==> config.mk <==
export PLATFORM = sky130hd
export DESIGN_NAME = scan_voltmeter
export DESIGN_NICKNAME = d
export VERILOG_FILES = /design/src/rtl/scan_voltmeter_pkg.sv /design/src/rtl/scan_avg_accum.sv /design/src/rtl/scan_voltmeter.sv
export SDC_FILE = /design/constraint.sdc
export NUM_CORES = 1
export LEC_CHECK = 0
export ABC_CLOCK_PERIOD_IN_PS = 2700
export BUFFER_PORTS_ARGS = -buffer_cell sky130_fd_sc_hd__buf_2
export CAP_MARGIN = 25
export CELL_PAD_IN_SITES_DETAIL_PLACEMENT = 0
export CELL_PAD_IN_SITES_GLOBAL_PLACEMENT = 1
export CORE_ASPECT_RATIO = 0.6
export CORE_UTILIZATION = 44
export DETAILED_ROUTE_END_ITERATION = 10
export PLACE_DENSITY_LB_ADDON = 0.1
export SKIP_CTS_REPAIR_TIMING = 1
export SLEW_MARGIN = 20
export SYNTH_ARGS = -nofsm -noshare
export SYNTH_HDL_FRONTEND = slang
export SYNTH_SLANG_ARGS = --single-unit
==> constraint.sdc <==
create_clock -name clk -period 2.7 [get_ports clk]
set_input_delay 0.675 -clock clk [delete_from_list [all_inputs] [get_ports clk]]
set_output_delay 0.675 -clock clk [all_outputs]
set_load 0.05 [all_outputs]
==> src/rtl/scan_voltmeter_pkg.sv <==
// Shared types and widths for the scanning voltmeter.
// Latency: n/a (package only).
// Backpressure: n/a (package only).
// Contents: datapath width DW, ADC mux address width ADDR_W, scan FSM state enum.
package scan_voltmeter_pkg;

  localparam int DW     = 12;
  localparam int ADDR_W = 3;

  typedef enum logic [2:0] {
    IDLE,
    ISSUE,
    WAIT_BUSY,
    WAIT_DONE,
    STORE,
    NEXT
  } state_t;

endpackage

==> src/rtl/scan_avg_accum.sv <==
// Sums 2^AVG_LOG2 ADC samples and presents the truncated mean.
// Latency: avg reflects a sample one cycle after add.
// Backpressure: none; add/clr are strobes from the scan FSM, clr wins over add.
// Ports: clk, rst (sync, active low), clr, add, din[DW] -> last (next add completes the set), avg[DW].
module scan_avg_accum
  import scan_voltmeter_pkg::*;
#(
  parameter int AVG_LOG2 = 2
) (
  input  logic          clk,
  input  logic          rst,
  input  logic          clr,
  input  logic          add,
  input  logic [DW-1:0] din,
  output logic          last,
  output logic [DW-1:0] avg
);

  localparam int AW = DW + AVG_LOG2;
  localparam int CW = AVG_LOG2 + 1;
  localparam logic [CW-1:0] CNT_LAST = CW'((1 << AVG_LOG2) - 1);

  logic [AW-1:0] acc;
  logic [CW-1:0] cnt;

  always_ff @(posedge clk) begin
    if (!rst) begin
      acc <= '0;
      cnt <= '0;
    end else if (clr) begin
      acc <= '0;
      cnt <= '0;
    end else if (add) begin
      acc <= acc + AW'(din);
      cnt <= cnt + CW'(1);
    end
  end

  // The accumulator is exactly DW+AVG_LOG2 wide, so its top DW bits are the
  // sum shifted right by AVG_LOG2 (truncating division by the sample count).
  assign last = (cnt == CNT_LAST);
  assign avg  = acc[AW-1:AVG_LOG2];

endmodule

==> src/rtl/scan_voltmeter.sv <==
// Scans CH_NUM ADC channels, averages 2^AVG_LOG2 samples each, holds per-channel results (optional peak hold).
// Latency: rd_data/rd_valid/peak_data one cycle after sel_ch or result change; frame_done one cycle after the last channel's NEXT.
// Backpressure: none; ADC paced by adc_start/adc_busy, re-issued if busy never rises within TIMEOUT cycles.
// Ports: clk, rst (sync, active low), scan_en, sel_ch, peak_clr | adc_start, adc_addr, adc_busy, adc_data |
//        rd_data, rd_valid, frame_done, peak_data. Define PEAK_HOLD_EN to build the peak-hold registers.
module scan_voltmeter
  import scan_voltmeter_pkg::*;
#(
  parameter int CH_NUM   = 8,
  parameter int AVG_LOG2 = 2,
  parameter int TIMEOUT  = 255
) (
  input  logic              clk,
  input  logic              rst,
  input  logic              scan_en,
  input  logic [ADDR_W-1:0] sel_ch,
  input  logic              peak_clr,
  output logic              adc_start,
  output logic [ADDR_W-1:0] adc_addr,
  input  logic              adc_busy,
  input  logic [DW-1:0]     adc_data,
  output logic [DW-1:0]     rd_data,
  output logic              rd_valid,
  output logic              frame_done,
  output logic [DW-1:0]     peak_data
);

  localparam int NSLOT = 1 << ADDR_W;
  localparam int TW    = (TIMEOUT < 2) ? 1 : $clog2(TIMEOUT + 1);
  localparam logic [ADDR_W:0]   CH_LIM   = (ADDR_W + 1)'(CH_NUM);
  localparam logic [ADDR_W-1:0] CH_LAST  = ADDR_W'(CH_NUM - 1);
  localparam logic [TW-1:0]     TMO_LAST = TW'(TIMEOUT);

  state_t            state;
  logic [ADDR_W-1:0] ch;
  logic [ADDR_W-1:0] ch_inc;
  logic [TW-1:0]     tmo_cnt;

  // Storage is sized for the full address space; slots at or above CH_NUM
  // are never written and never read out.
  logic [DW-1:0]     result [NSLOT];
  logic [NSLOT-1:0]  valid;

  logic              acc_clr;
  logic              acc_add;
  logic              acc_last;
  logic [DW-1:0]     acc_avg;
  logic              sel_ok;
  logic              store_sel;

  // A partial accumulation is discarded by passing through IDLE.
  assign acc_clr   = (state == IDLE) || (state == STORE);
  assign acc_add   = (state == WAIT_DONE) && !adc_busy && scan_en;
  assign ch_inc    = (ch == CH_LAST) ? '0 : ch + ADDR_W'(1);
  assign sel_ok    = ({1'b0, sel_ch} < CH_LIM);
  assign store_sel = (state == STORE) && (ch == sel_ch);

  scan_avg_accum #(
    .AVG_LOG2 (AVG_LOG2)
  ) u_accum (
    .clk  (clk),
    .rst  (rst),
    .clr  (acc_clr),
    .add  (acc_add),
    .din  (adc_data),
    .last (acc_last),
    .avg  (acc_avg)
  );

  always_ff @(posedge clk) begin
    if (!rst) begin
      state      <= IDLE;
      ch         <= '0;
      tmo_cnt    <= '0;
      adc_start  <= 1'b0;
      adc_addr   <= '0;
      frame_done <= 1'b0;
    end else begin
      adc_start  <= 1'b0;
      frame_done <= 1'b0;
      unique case (state)
        IDLE: begin
          if (scan_en) begin
            state     <= ISSUE;
            ch        <= '0;
            adc_start <= 1'b1;
            adc_addr  <= '0;
          end
        end
        ISSUE: begin
          state   <= WAIT_BUSY;
          tmo_cnt <= '0;
        end
        WAIT_BUSY: begin
          if (adc_busy) begin
            state <= WAIT_DONE;
          end else if (tmo_cnt == TMO_LAST) begin
            // Converter never acknowledged: nothing is outstanding, so a
            // retry is safe; if scanning was stopped meanwhile, just leave.
            if (scan_en) begin
              state     <= ISSUE;
              adc_start <= 1'b1;
            end else begin
              state <= IDLE;
            end
          end else begin
            tmo_cnt <= tmo_cnt + TW'(1);
          end
        end
        WAIT_DONE: begin
          if (!adc_busy) begin
            if (!scan_en) begin
              state <= IDLE;
            end else if (acc_last) begin
              state <= STORE;
            end else begin
              state     <= ISSUE;
              adc_start <= 1'b1;
            end
          end
        end
        STORE: begin
          state <= NEXT;
        end
        NEXT: begin
          ch         <= ch_inc;
          frame_done <= (ch == CH_LAST);
          if (scan_en) begin
            state     <= ISSUE;
            adc_start <= 1'b1;
            adc_addr  <= ch_inc;
          end else begin
            state <= IDLE;
          end
        end
        default: state <= IDLE;
      endcase
    end
  end

  always_ff @(posedge clk) begin
    if (!rst) begin
      valid <= '0;
      for (int i = 0; i < NSLOT; i++) result[i] <= '0;
    end else if (state == STORE) begin
      result[ch] <= acc_avg;
      valid[ch]  <= 1'b1;
    end
  end

  // Bypass the STORE write so a freshly selected channel shows its new value
  // on the same edge the result register takes it.
  always_ff @(posedge clk) begin
    if (!rst) begin
      rd_data  <= '0;
      rd_valid <= 1'b0;
    end else if (!sel_ok) begin
      rd_data  <= '0;
      rd_valid <= 1'b0;
    end else if (store_sel) begin
      rd_data  <= acc_avg;
      rd_valid <= 1'b1;
    end else begin
      rd_data  <= result[sel_ch];
      rd_valid <= valid[sel_ch];
    end
  end

`ifdef PEAK_HOLD_EN
  logic [DW-1:0] peak [NSLOT];
  logic [DW-1:0] peak_sel_nxt;

  // Next-state of the selected peak slot, mirroring the write priority below.
  always_comb begin
    peak_sel_nxt = peak[sel_ch];
    if (peak_clr) begin
      peak_sel_nxt = '0;
    end else if (store_sel && (acc_avg > peak[sel_ch])) begin
      peak_sel_nxt = acc_avg;
    end
  end

  always_ff @(posedge clk) begin
    if (!rst) begin
      for (int i = 0; i < NSLOT; i++) peak[i] <= '0;
      peak_data <= '0;
    end else begin
      if ((state == STORE) && (acc_avg > peak[ch])) begin
        peak[ch] <= acc_avg;
      end
      // Written last so a clear overrides a same-cycle update of that slot.
      if (peak_clr && sel_ok) begin
        peak[sel_ch] <= '0;
      end
      peak_data <= sel_ok ? peak_sel_nxt : '0;
    end
  end
`else
  logic unused_peak_clr;
  assign unused_peak_clr = peak_clr;
  assign peak_data       = '0;
`endif

endmodule
**Word-level counts from Yosys, hierarchy flattened**

Memories as Yosys holds them, arrays and structs flattened. A register that Yosys moved wholly into a read port is not among the register bits.
Index checks and enable logic that the tools add are counted.

- Register bits after elaboration: 45
- Bits in writable memories: 96
- Input bits: 20
- Output and inout bits: 30
- Word-level logic and storage cells: 88
- Memories: 1

Memory list:

| name | words | width | read ports | clocked after memory_dff | wr ports | line | source |
|---|---|---|---|---|---|---|---|
| result | 8 | 12 | 1 | 1 | 8 | scan_voltmeter.sv:41 | `logic [DW-1:0] result [NSLOT];` |

- $add $sub $neg: 4
- $lt $le $gt $ge: 3
- Equal/unequal tests: 15
- Muxes and demuxes: 35
- Bitwise gates (word level): 2
- Reduce and logical (&&, ||, !) cells: 18

Operators by type and width:

| cell | number |
|---|---|
| two-way mux 3 bit | 10 |
| case mux 3 bit (6 select lines) | 1 |
| two-way mux 8 bit | 2 |
| case mux 8 bit (2 select lines) | 1 |
| two-way mux 1 bit | 15 |
| adder 14 x 12 -> 14 bit | 1 |
| two-way mux 12 bit | 1 |
| case mux 3 bit (2 select lines) | 2 |
| OR reduction 12 bit | 1 |
| != test 2 bit, second input constant | 5 |
| equality test 3 x 2 -> 1 bit, second input constant | 3 |
| equality test 3 bit, second input constant | 3 |
| AND reduction 3 bit | 3 |
| adder 8 x 1 -> 8 bit, second input constant | 1 |
| equality test 8 bit, second input constant | 1 |
| < comparator 3 x 4 -> 1 bit, second input constant | 2 |
| bitwise OR 8 bit | 1 |
| adder 3 x 1 -> 3 bit, second input constant | 2 |
| logical AND 1 bit | 4 |
| AND reduction 2 bit | 2 |
| nonzero test 2 bit | 2 |
| OR reduction 2 bit | 2 |
| binary-select mux 1 bit (select 3 bit) | 1 |
| demux 1 bit (select 3 bit) | 1 |
| 9 further kinds | 10 |

**Longest topological paths before layout**

Gate-level depths: netlist of the first run.

- Depth after elaboration: 6
- Depth in mapped cells: 8
- Mapped depth without buffers: 8

**Hierarchy**

A second synthesis of the first run with hierarchy kept.

- Cells, all modules: 626
- Area total of the unflattened synthesis: 7521.0 um^2

By module, submodules not included:

| module | instances | cells each | area each (um^2) | sequential area each (um^2) |
|---|---|---|---|---|
| scan_voltmeter | 1 | 466 | 6157.2 | 3683.5 |
| scan_avg_accum | 1 | 160 | 1363.8 | 340.3 |

**Worst setup path after synthesis of the first run**

Ideal clock, no wire load.

- Path kind: input to register
- From: in rst
- To: mem result[2][0], enable pin
- Library setup time: 0.398 ns
- Arrival time: 2.264 ns
- Required time: 2.302 ns
- Path slack: 0.038 ns
- Cell stages on the path: 5
- Buffers on the path: 2
- Path through: clkbuf_8 and3_1 nand2b_1 clkbuf_1 o21ai_0

RTL lines:

| what | line | source |
|---|---|---|
| start, declared | scan_voltmeter.sv:14 | `input logic rst,` |
| end, declared | scan_voltmeter.sv:41 |  |

==> impl_results.md, run 1 <==
- Ranking of synthesized cells by area: edfxtp_1 38%, dfxtp_1 15%, mux4_2 7.7%, and2_1 6.7%, ha_1 2.8%
- CTS tree: yes
- Die Height: 104 um
- Mux share of post-synthesis cell area: 0.0998
- Post-synth cell types: 69
- Routed vias/inst: 5.61
- Dpl hpwl: 13.0 mm
- Final Hold Viols: 0
- Clk pwr share: 0.430
- N_diodes: 0
- Core ar.: 16500 um2
- Chip width: 172 um
- NetSw: 0.00150 W
- Fraction of the mapped netlist area in compound gates: 0.104
- Residual DRC: 0
- Worst EP required: 2.98 ns
- Count of antenna-violating nets left after detailed routing: 0
- Leakage power: 3.37 nW
- Pre-CTS setup slack: 0.115 ns
- Cell Area, Synth: 7590 um2
- Status: finished, final reports clean
- PD cells: 655 nW/um2
- Max clock buf depth: 2
- Crit path time final: 2.30 ns
- Port Buffers: 36
- Most used flip-flop cell after synthesis: edfxtp_1
- First-pass GRT wire length: 29.3 mm
- DIE AREA: 17800 um2
- Reg power frac: 0.461
- Pin count of the biggest net entering global routing: 36
- Synth Area in Adders: 0.0307
- Root Buffer: clkbuf_16
- Startpoint Class: flop
- Placer Congestion: 0.866
- Fin Setup TNS: 0 ns
- Final WL: 19.1 mm
- Drt wl/cell: 20.4 um
- Cells after Synth: 653
- Final setup fails: 0
- Number of global-route vias before repair: 4896
- CP Class: flop to flop
- H-tree levels: 4
- Worst-margin pin slew: 0.829 ns
- Register area share after synthesis: 0.530
- Worst Path Arrival: 2.58 ns
- Area delta synth->final: 14.0%
- Main combinational cell family by area after synthesis: simple AND/OR/NAND/NOR gates
- Fmax: 0.434 GHz
- Seq cells post-synth: 153
- Post-Synth XOR/XNOR Area: 0.00808
- Total congestion overflow: 0
- Simple-gate share of the synthesized area: 0.179
- Post-synth EDFFs: 96
- CTS clock-pin slew for the worst setup and hold paths: 0.07 ns
- Area leader, netlist: edfxtp_1
- Worst slew margin: 0.445
- Worst skew pair latency: 0.43 ns
- CP max FO: 11
- CP endpoint kind: flop
- CTS Buf Count: 17
- Ys Warns: 0
- Final period utilization: 0.853
- # clock sinks: 153
- Max Cap Viol: 0
- Initial Utilization: 0.459
- Final worst setup slack: 0.398 ns
- Num ports: 50
- Post-synthesis area per instance: 11.6 um2
- Peak VDD IR: 343 uV
- Switching part of the total: 0.264
- Initial drt markers: 570
- Ys async rst share: 0
- Synth top area share: 0.380
- Clk_skew: 0.0139 ns
- RSZ-0062 raised after global routing: false
- Worst min-delay path class: flop to flop
- Initial DRT Pass Iterations: 5
- P_int: 0.00417 W
- Max Transition Viols Final: 0
- Final #Nets: 735
- Gr usage total: 0.226
- Combinational share of power: 0.109
- Antenna violations before repair: 0
- Row count: 36
- Vias: 5259
- Layout cell share with drive strength beyond 1: 0.196
synth_stat cells (all sizes together) (8+ instances only):
| master | number |
|---|---|
| edfxtp | 96 |
| and2 | 82 |
| dfxtp | 57 |
| nor2 | 43 |
| nand2 | 34 |
| a21oi | 33 |
| clkbuf | 30 |
| buf | 27 |
| mux4 | 26 |
| nor3 | 26 |
| o21ai | 21 |
| ha | 17 |
| mux2i | 16 |
| a21o | 13 |
| nand3 | 13 |
| a211oi | 12 |
| nand2b | 12 |
| nor4 | 9 |
| inv | 8 |
placed cells by master, fill, tap and decap left out, drive strengths merged, types with 13 or more instances in the layout:
cell type,n
ha,17
dfxtp,57
inv,15
a21o,13
mux2i,16
clkbuf,18
mux4,26
a21oi,33
nand2,34
nor2,43
buf,71
o21ai,21
and2,82
nand3,13
nor3,26
edfxtp,96
worst paths after layout:
check / depth (start not counted) / to / startpoint / slack (ns)
setup / recovery: 5 / result[3][11] / state[1] / 0.40
hold / removal: 1 / valid[2] / valid[2] / 0.45
setup reg to reg: 5 / result[3][11] / state[1] / 0.40
hold reg to reg: 1 / valid[2] / valid[2] / 0.45
layout make-up:
cell class	instances	area, um2
clock buffers	18	429
well taps	228	285
flip-flops and latches	153	4020
fillers	1442	7890
multi-input cells	444	3240
repair buffers	71	468
inverters	10	37.5
clock inverters	14	160
layer usage:
layer	vias up	GRT usage	part of all wire
li1	2473	-	-
met1	2572	0.359	0.51
met2	196	0.305	0.41
met3	18	0.0531	0.072
met4	0	0.0529	0.011
met5	-	0	0
registers in the layout, summed over array words and instances (netlist names), 8 cells and up:
name,cells
result,96
u_accum.acc,14
rd_data,12
tmo_cnt,8
valid,8
kinds of logic (layout without fill, tap and decap cells):
| group | after synthesis | count (layout) |
|---|---|---|
| AO/OA/AOI/OAI | 117 | 117 |
| XOR/XNOR | 7 | 7 |
| AND/OR/NAND/NOR | 247 | 247 |
| adder cells (fa/ha/maj) | 18 | 18 |
| multiplexers | 43 | 43 |
| other | 1 | 12 |
| buffers and inverters | 67 | 113 |
| flip-flops | 153 | 153 |
critical path, cell delays in order (launching register included):
cell and delay, ns:
dfxtp_1 0.41, nor2_1 0.17, and3_1 0.26, nand2_1 0.33, nor2_1 0.76, and2_1 0.23
power groups by stage:
stage          clock (W)  combinational [W]  sequential, W
2_1_floorplan          0           0.000413        0.00271
3_3_place_gp           0           0.000612        0.00266
3_5_place_dp           0           0.000612        0.00266
4_1_cts          0.00247           0.000614        0.00261
5_1_grt          0.00256           0.000671        0.00262
6_report         0.00244           0.000618        0.00261
through the flow:
stage / area, um2 / total power [W] / utilization / std cells / hold WS (ns)
floorplan: 7630 / 0.00313 / - / 664 / 0.421
global placement: 8060 / 0.00327 / 0.487 / 906 / 0.434
detailed placement: 8060 / 0.00327 / 0.487 / 906 / 0.437
CTS: 8650 / 0.00569 / 0.523 / 938 / 0.453
global route: 8650 / 0.00585 / 0.523 / 938 / 0.485
finish: 8650 / 0.00566 / 0.523 / 938 / 0.448
Power figures use the tool's default switching activity.
==> run 2: changes to the inputs <==
--- a/config.mk
+++ b/config.mk
@@ -11,7 +11,7 @@
 export CELL_PAD_IN_SITES_DETAIL_PLACEMENT = 0
 export CELL_PAD_IN_SITES_GLOBAL_PLACEMENT = 1
 export CORE_ASPECT_RATIO = 0.6
-export CORE_UTILIZATION = 44
+export CORE_UTILIZATION = 34
 export DETAILED_ROUTE_END_ITERATION = 10
 export PLACE_DENSITY_LB_ADDON = 0.1
 export SKIP_CTS_REPAIR_TIMING = 1
==> run 2 against run 1 <==
Net effect: sequential share of layout area fell by 0.73 points; critical endpoint is now u_accum.acc[7]; register-to-register slack improved by 0.12 ns; first-iteration DRC count down 34%; clock power rose by 5%; highest routed layer unchanged; critical path depth rose by 2; critical path type is now primary input to flop; largest cell class unchanged; worst setup slack gained 0.085 ns; maximum frequency up 3.8%; final area up 1.6%; die area grew 29%; worst hold slack improved by 0.014 ns; sequential cell count stayed put.
==> impl_results.md, run 2 (same netlist as run 1, synthesis figures left out) <==
- Hold path start: valid[0]
- Root Buffer: clkbuf_16
- Leakage power: 3.42 nW
- PD cells: 661 nW/um2
- Peak VDD IR: 421 uV
- Worst EP required: 2.97 ns
- R2r startpoint: u_accum.acc[3]
- Startpoint Class: primary input
- Residual DRC: 0
- Switching part of the total: 0.249
- Core ar.: 21400 um2
- Number of global-route vias before repair: 5063
- Clk pwr share: 0.440
- Total congestion overflow: 0
- Layout cell share with drive strength beyond 1: 0.204
- Hold slack: 0.462 ns
- Antenna violations before repair: 0
- Placer Congestion: 0.802
- Die Height: 118 um
- Largest regs: result x96, u_accum.acc x14, rd_data x12
- Cell Area, Placed: 8160 um2
- Chip width: 195 um
- CTS tree: yes
- NetSw: 0.00145 W
- Final setup fails: 0
- Max reg flops: 96
- Met1 usage: 0.313
- Worst-margin pin slew: 0.872 ns
- Met2 Use GR: 0.246
- Pin count of the biggest net entering global routing: 21
- RSZ-0062 raised after global routing: false
- Max Transition Viols Final: 0
- Final #Nets: 742
- Worst skew pair latency: 0.43 ns
- H-tree levels: 4
- Gr usage total: 0.191
- Most common cell after layout, fill and taps aside: edfxtp_1
- Dpl hpwl: 14.5 mm
- CP endpoint kind: flop
- Most frequent cells in the layout: 96 x edfxtp_1, 81 x and2_1, 57 x dfxtp_1, 42 x nor2_1, 41 x buf_4
- Max clock buf depth: 2
- Clk_skew: 0.00873 ns
- Final Hold Viols: 0
- # clock sinks: 153
- DIE AREA: 22900 um2
- Worst slew margin: 0.416
- Final WL: 21.0 mm
- Tot Pwr: 0.00581 W
- CTS Buf Count: 17
- Count of antenna-violating nets left after detailed routing: 0
- CP Class: primary input to flop
- Area delta synth->final: 15.8%
- Num ports: 50
- CP max FO: 6
- Worst Path Arrival: 2.49 ns
- Fin Setup TNS: 0 ns
- Port Buffers: 36
- Cell area after layout: 8780 um2
- Initial drt markers: 375
- Worst min-delay path class: flop to flop
- Final cell count without fillers: 997
- Row count: 41
- Drt wl/cell: 21.0 um
- Most flops, register: result
- CP Launch Point: adc_data[3]
- Placed Instances: 964
- Reg power frac: 0.449
- Initial DRT Pass Iterations: 5
- Combinational share of power: 0.111
- Initial Utilization: 0.354
- Vias: 5259
- Max Cap Viol: 0
- Met3 Track Usage GR: 0.0395
- Gr busiest metal: met1
- Final period utilization: 0.821
- Crit path time final: 2.22 ns
- First-pass GRT wire length: 31.9 mm
- Fmax: 0.451 GHz
- Routed vias/inst: 5.27
- CTS clock-pin slew for the worst setup and hold paths: 0.07 ns
- Status: finished, final reports clean
- P_int: 0.00436 W
-- run 2: final cells by class --
class	count	area (um2)
diodes	1	2.50
clock buffers	20	447
clock inverters	12	174
fillers	2013	12700
inverters	10	37.5
multi-input cells	444	3240
flip-flops and latches	153	4020
well taps	279	349
repair buffers	78	508
-- run 2: path summary, 6_finish.rpt --
check | end | slack, ns | cells past startpoint
setup reg to reg | u_accum.acc[7] | 0.52 | 6
setup / recovery | u_accum.acc[7] | 0.48 | 7
hold reg to reg | valid[0] | 0.46 | 1
hold / removal | valid[0] | 0.46 | 1
-- run 2: metal layers --
layer  wire (um)  up-vias
met5           0        -
met4         230        0
met3        1460       21
met2        8090      156
met1       11200     2588
li1            -     2494
-- run 2: critical path, cell delays in order --
cell and delay, ns:
buf_2 0.10, ha_1 0.34, a21o_1 0.21, a21oi_2 0.27, a21oi_1 0.15, nand2b_1 0.17
a2111oi_1 0.56
-- run 2: per-stage QoR --
step	setup WS [ns]	utilization
finish	0.483	0.410
global route	0.416	0.409
CTS	0.527	0.409
detailed placement	0.102	0.381
global placement	0.0853	0.381
floorplan	0.0379	-
-- run 2: power groups by stage --
stage	clock network (W)	registers (W)	logic (W)
after global routing	0.00271	0.00262	0.000690
after CTS	0.00261	0.00261	0.000642
final	0.00256	0.00261	0.000642
after floorplan	0	0.00271	0.000413
after detailed placement	0	0.00266	0.000640
after global placement	0	0.00266	0.000639
==> run 3: changes to the inputs <==
--- a/config.mk
+++ b/config.mk
@@ -5,7 +5,7 @@
 export SDC_FILE = /design/constraint.sdc
 export NUM_CORES = 1
 export LEC_CHECK = 0
-export ABC_CLOCK_PERIOD_IN_PS = 2700
+export ABC_CLOCK_PERIOD_IN_PS = 2000
 export BUFFER_PORTS_ARGS = -buffer_cell sky130_fd_sc_hd__buf_2
 export CAP_MARGIN = 25
 export CELL_PAD_IN_SITES_DETAIL_PLACEMENT = 0
==> constraint.sdc (replaced) <==
create_clock -name clk -period 2 [get_ports clk]
set_input_delay 0.5 -clock clk [delete_from_list [all_inputs] [get_ports clk]]
set_output_delay 0.5 -clock clk [all_outputs]
set_load 0.05 [all_outputs]
==> run 3 against run 2 <==
Net effect: register-to-register slack worse by 0.46 ns; final cell count up 4.3%; non-clock buffer count up 44; sequential share of layout area down 2.2 points; power up 33%; clock power up 27%; routed wire length down 1.7%; global-route usage up 0.11 points; worst setup slack worse by 0.42 ns; combinational power up 48%; worst hold slack worse by 0.0083 ns; clock skew down 0.0013 ns; critical path type is now flop to flop; critical endpoint is now u_accum.acc[12].
==> impl_results.md, run 3 (same netlist as run 1, synthesis figures left out) <==
- CP Class: flop to flop
- Final Hold Viols: 0
- Gr usage total: 0.192
- CP Launch Point: u_accum.acc[0]
- Max Transition Viols Final: 0
- Area delta synth->final: 21.6%
- Final WL: 20.6 mm
- Row count: 41
- First-pass GRT wire length: 32.3 mm
- Chip width: 195 um
- Count of antenna-violating nets left after detailed routing: 0
- Final period utilization: 0.968
- Startpoint Class: flop
- Largest regs: result x96, u_accum.acc x14, rd_data x12
- Leakage power: 3.65 nW
- Num ports: 50
- Initial DRT Pass Iterations: 4
- Tot Pwr: 0.00772 W
- Total congestion overflow: 0
- Core ar.: 21400 um2
- Worst Path Arrival: 2.31 ns
- Core Util, Final: 0.430
- R2r startpoint: u_accum.acc[0]
- Vias: 5342
- DIE AREA: 22900 um2
- Worst Reg-to-Reg Cells: 8
- Max Cap Viol: 0
- Port Buffers: 36
- # clock sinks: 153
- Peak VDD IR: 519 uV
- Final #Nets: 786
- CP endpoint kind: flop
- Hold slack: 0.454 ns
- Worst EP required: 2.37 ns
- Worst-margin pin slew: 0.553 ns
- Max reg flops: 96
- Layout cell share with drive strength beyond 1: 0.268
- CTS tree: yes
- Routed vias/inst: 5.14
- N_diodes: 0
- Placer Congestion: 0.824
- RSZ-0062 raised after global routing: false
- Most frequent cells in the layout: 96 x edfxtp_1, 81 x and2_1, 79 x buf_4, 56 x dfxtp_1
- Initial drt markers: 355
- Most common cell after layout, fill and taps aside: edfxtp_1
- Worst min-delay path class: flop to flop
- Most flops, register: result
- Die Height: 118 um
- Clk_skew: 0.00744 ns
- Dpl hpwl: 15.1 mm
- Crit path time final: 1.94 ns
- Hold Path Cell Cnt: 1
- Pin count of the biggest net entering global routing: 22
- H-tree levels: 4
- Root Buffer: clkbuf_16
- CTS Buf Count: 17
- Antenna violations before repair: 0
- Final setup fails: 0
- Max clock buf depth: 2
- Initial Utilization: 0.354
- Worst skew pair latency: 0.43 ns
- Hold path start: valid[3]
- Status: finished, final reports clean
- CTS clock-pin slew for the worst setup and hold paths: 0.06 ns
- Worst slew margin: 0.631
- CP max FO: 4
- PD cells: 837 nW/um2
- Number of global-route vias before repair: 5372
- Drt wl/cell: 19.8 um
- Residual DRC: 0
- Fmax: 0.516 GHz
==> run 3: cell type report <==
class,count,area [um2]
clock inverter,10,126
tap,279,349
fill,2036,12200
multi-input combinational,444,3320
inverter,10,37.5
clock buffer,22,454
sequential,153,4030
timing repair buffer,122,913
==> run 3: worst paths after layout <==
check	end	slack, ns
worst min-delay path	valid[3]	0.45
worst min register to register	valid[3]	0.45
worst max register to register	u_accum.acc[12]	0.06
worst max-delay path	u_accum.acc[12]	0.06
==> run 3: through the flow <==
step	std cells	area, um2	setup TNS [ns]	worst slack [ns]
2_1_floorplan	664	7670	-2.18	-0.182
3_3_place_gp	1008	8600	-5.30	-0.265
3_5_place_dp	1008	8600	-7.42	-0.299
4_1_cts	1040	9190	-0.0474	-0.0474
5_1_grt	1040	9220	0	0.00137
6_report	1040	9220	0	0.0633
==> run 3: power breakdown <==
| part | internal, W | switching [W] | leakage (nW) | total [W] |
|---|---|---|---|---|
| clock network | 0.00198 | 0.00127 | 0.287 | 0.00325 |
| registers | 0.00348 | 0.0000402 | 1.38 | 0.00352 |
| logic | 0.000358 | 0.000593 | 1.98 | 0.000950 |
==> run 3: routing by layer <==
| layer | global-route usage | up-vias | part of all wire |
|---|---|---|---|
| met4 | 0.0546 | 0 | 0.0088 |
| met1 | 0.296 | 2639 | 0.53 |
| met2 | 0.256 | 115 | 0.40 |
| met5 | 0 | - | 0 |
| met3 | 0.0553 | 11 | 0.062 |
| li1 | - | 2577 | - |
==> run 3: critical path, cell delays in order (launching register included) <==
cell and delay [ns]:
dfxtp_2 0.33, ha_4 0.16, inv_2 0.05, fa_2 0.22, nor2b_4 0.05, o31a_1 0.29, o31a_1 0.35, a2111o_1 0.37
nand3_1 0.07
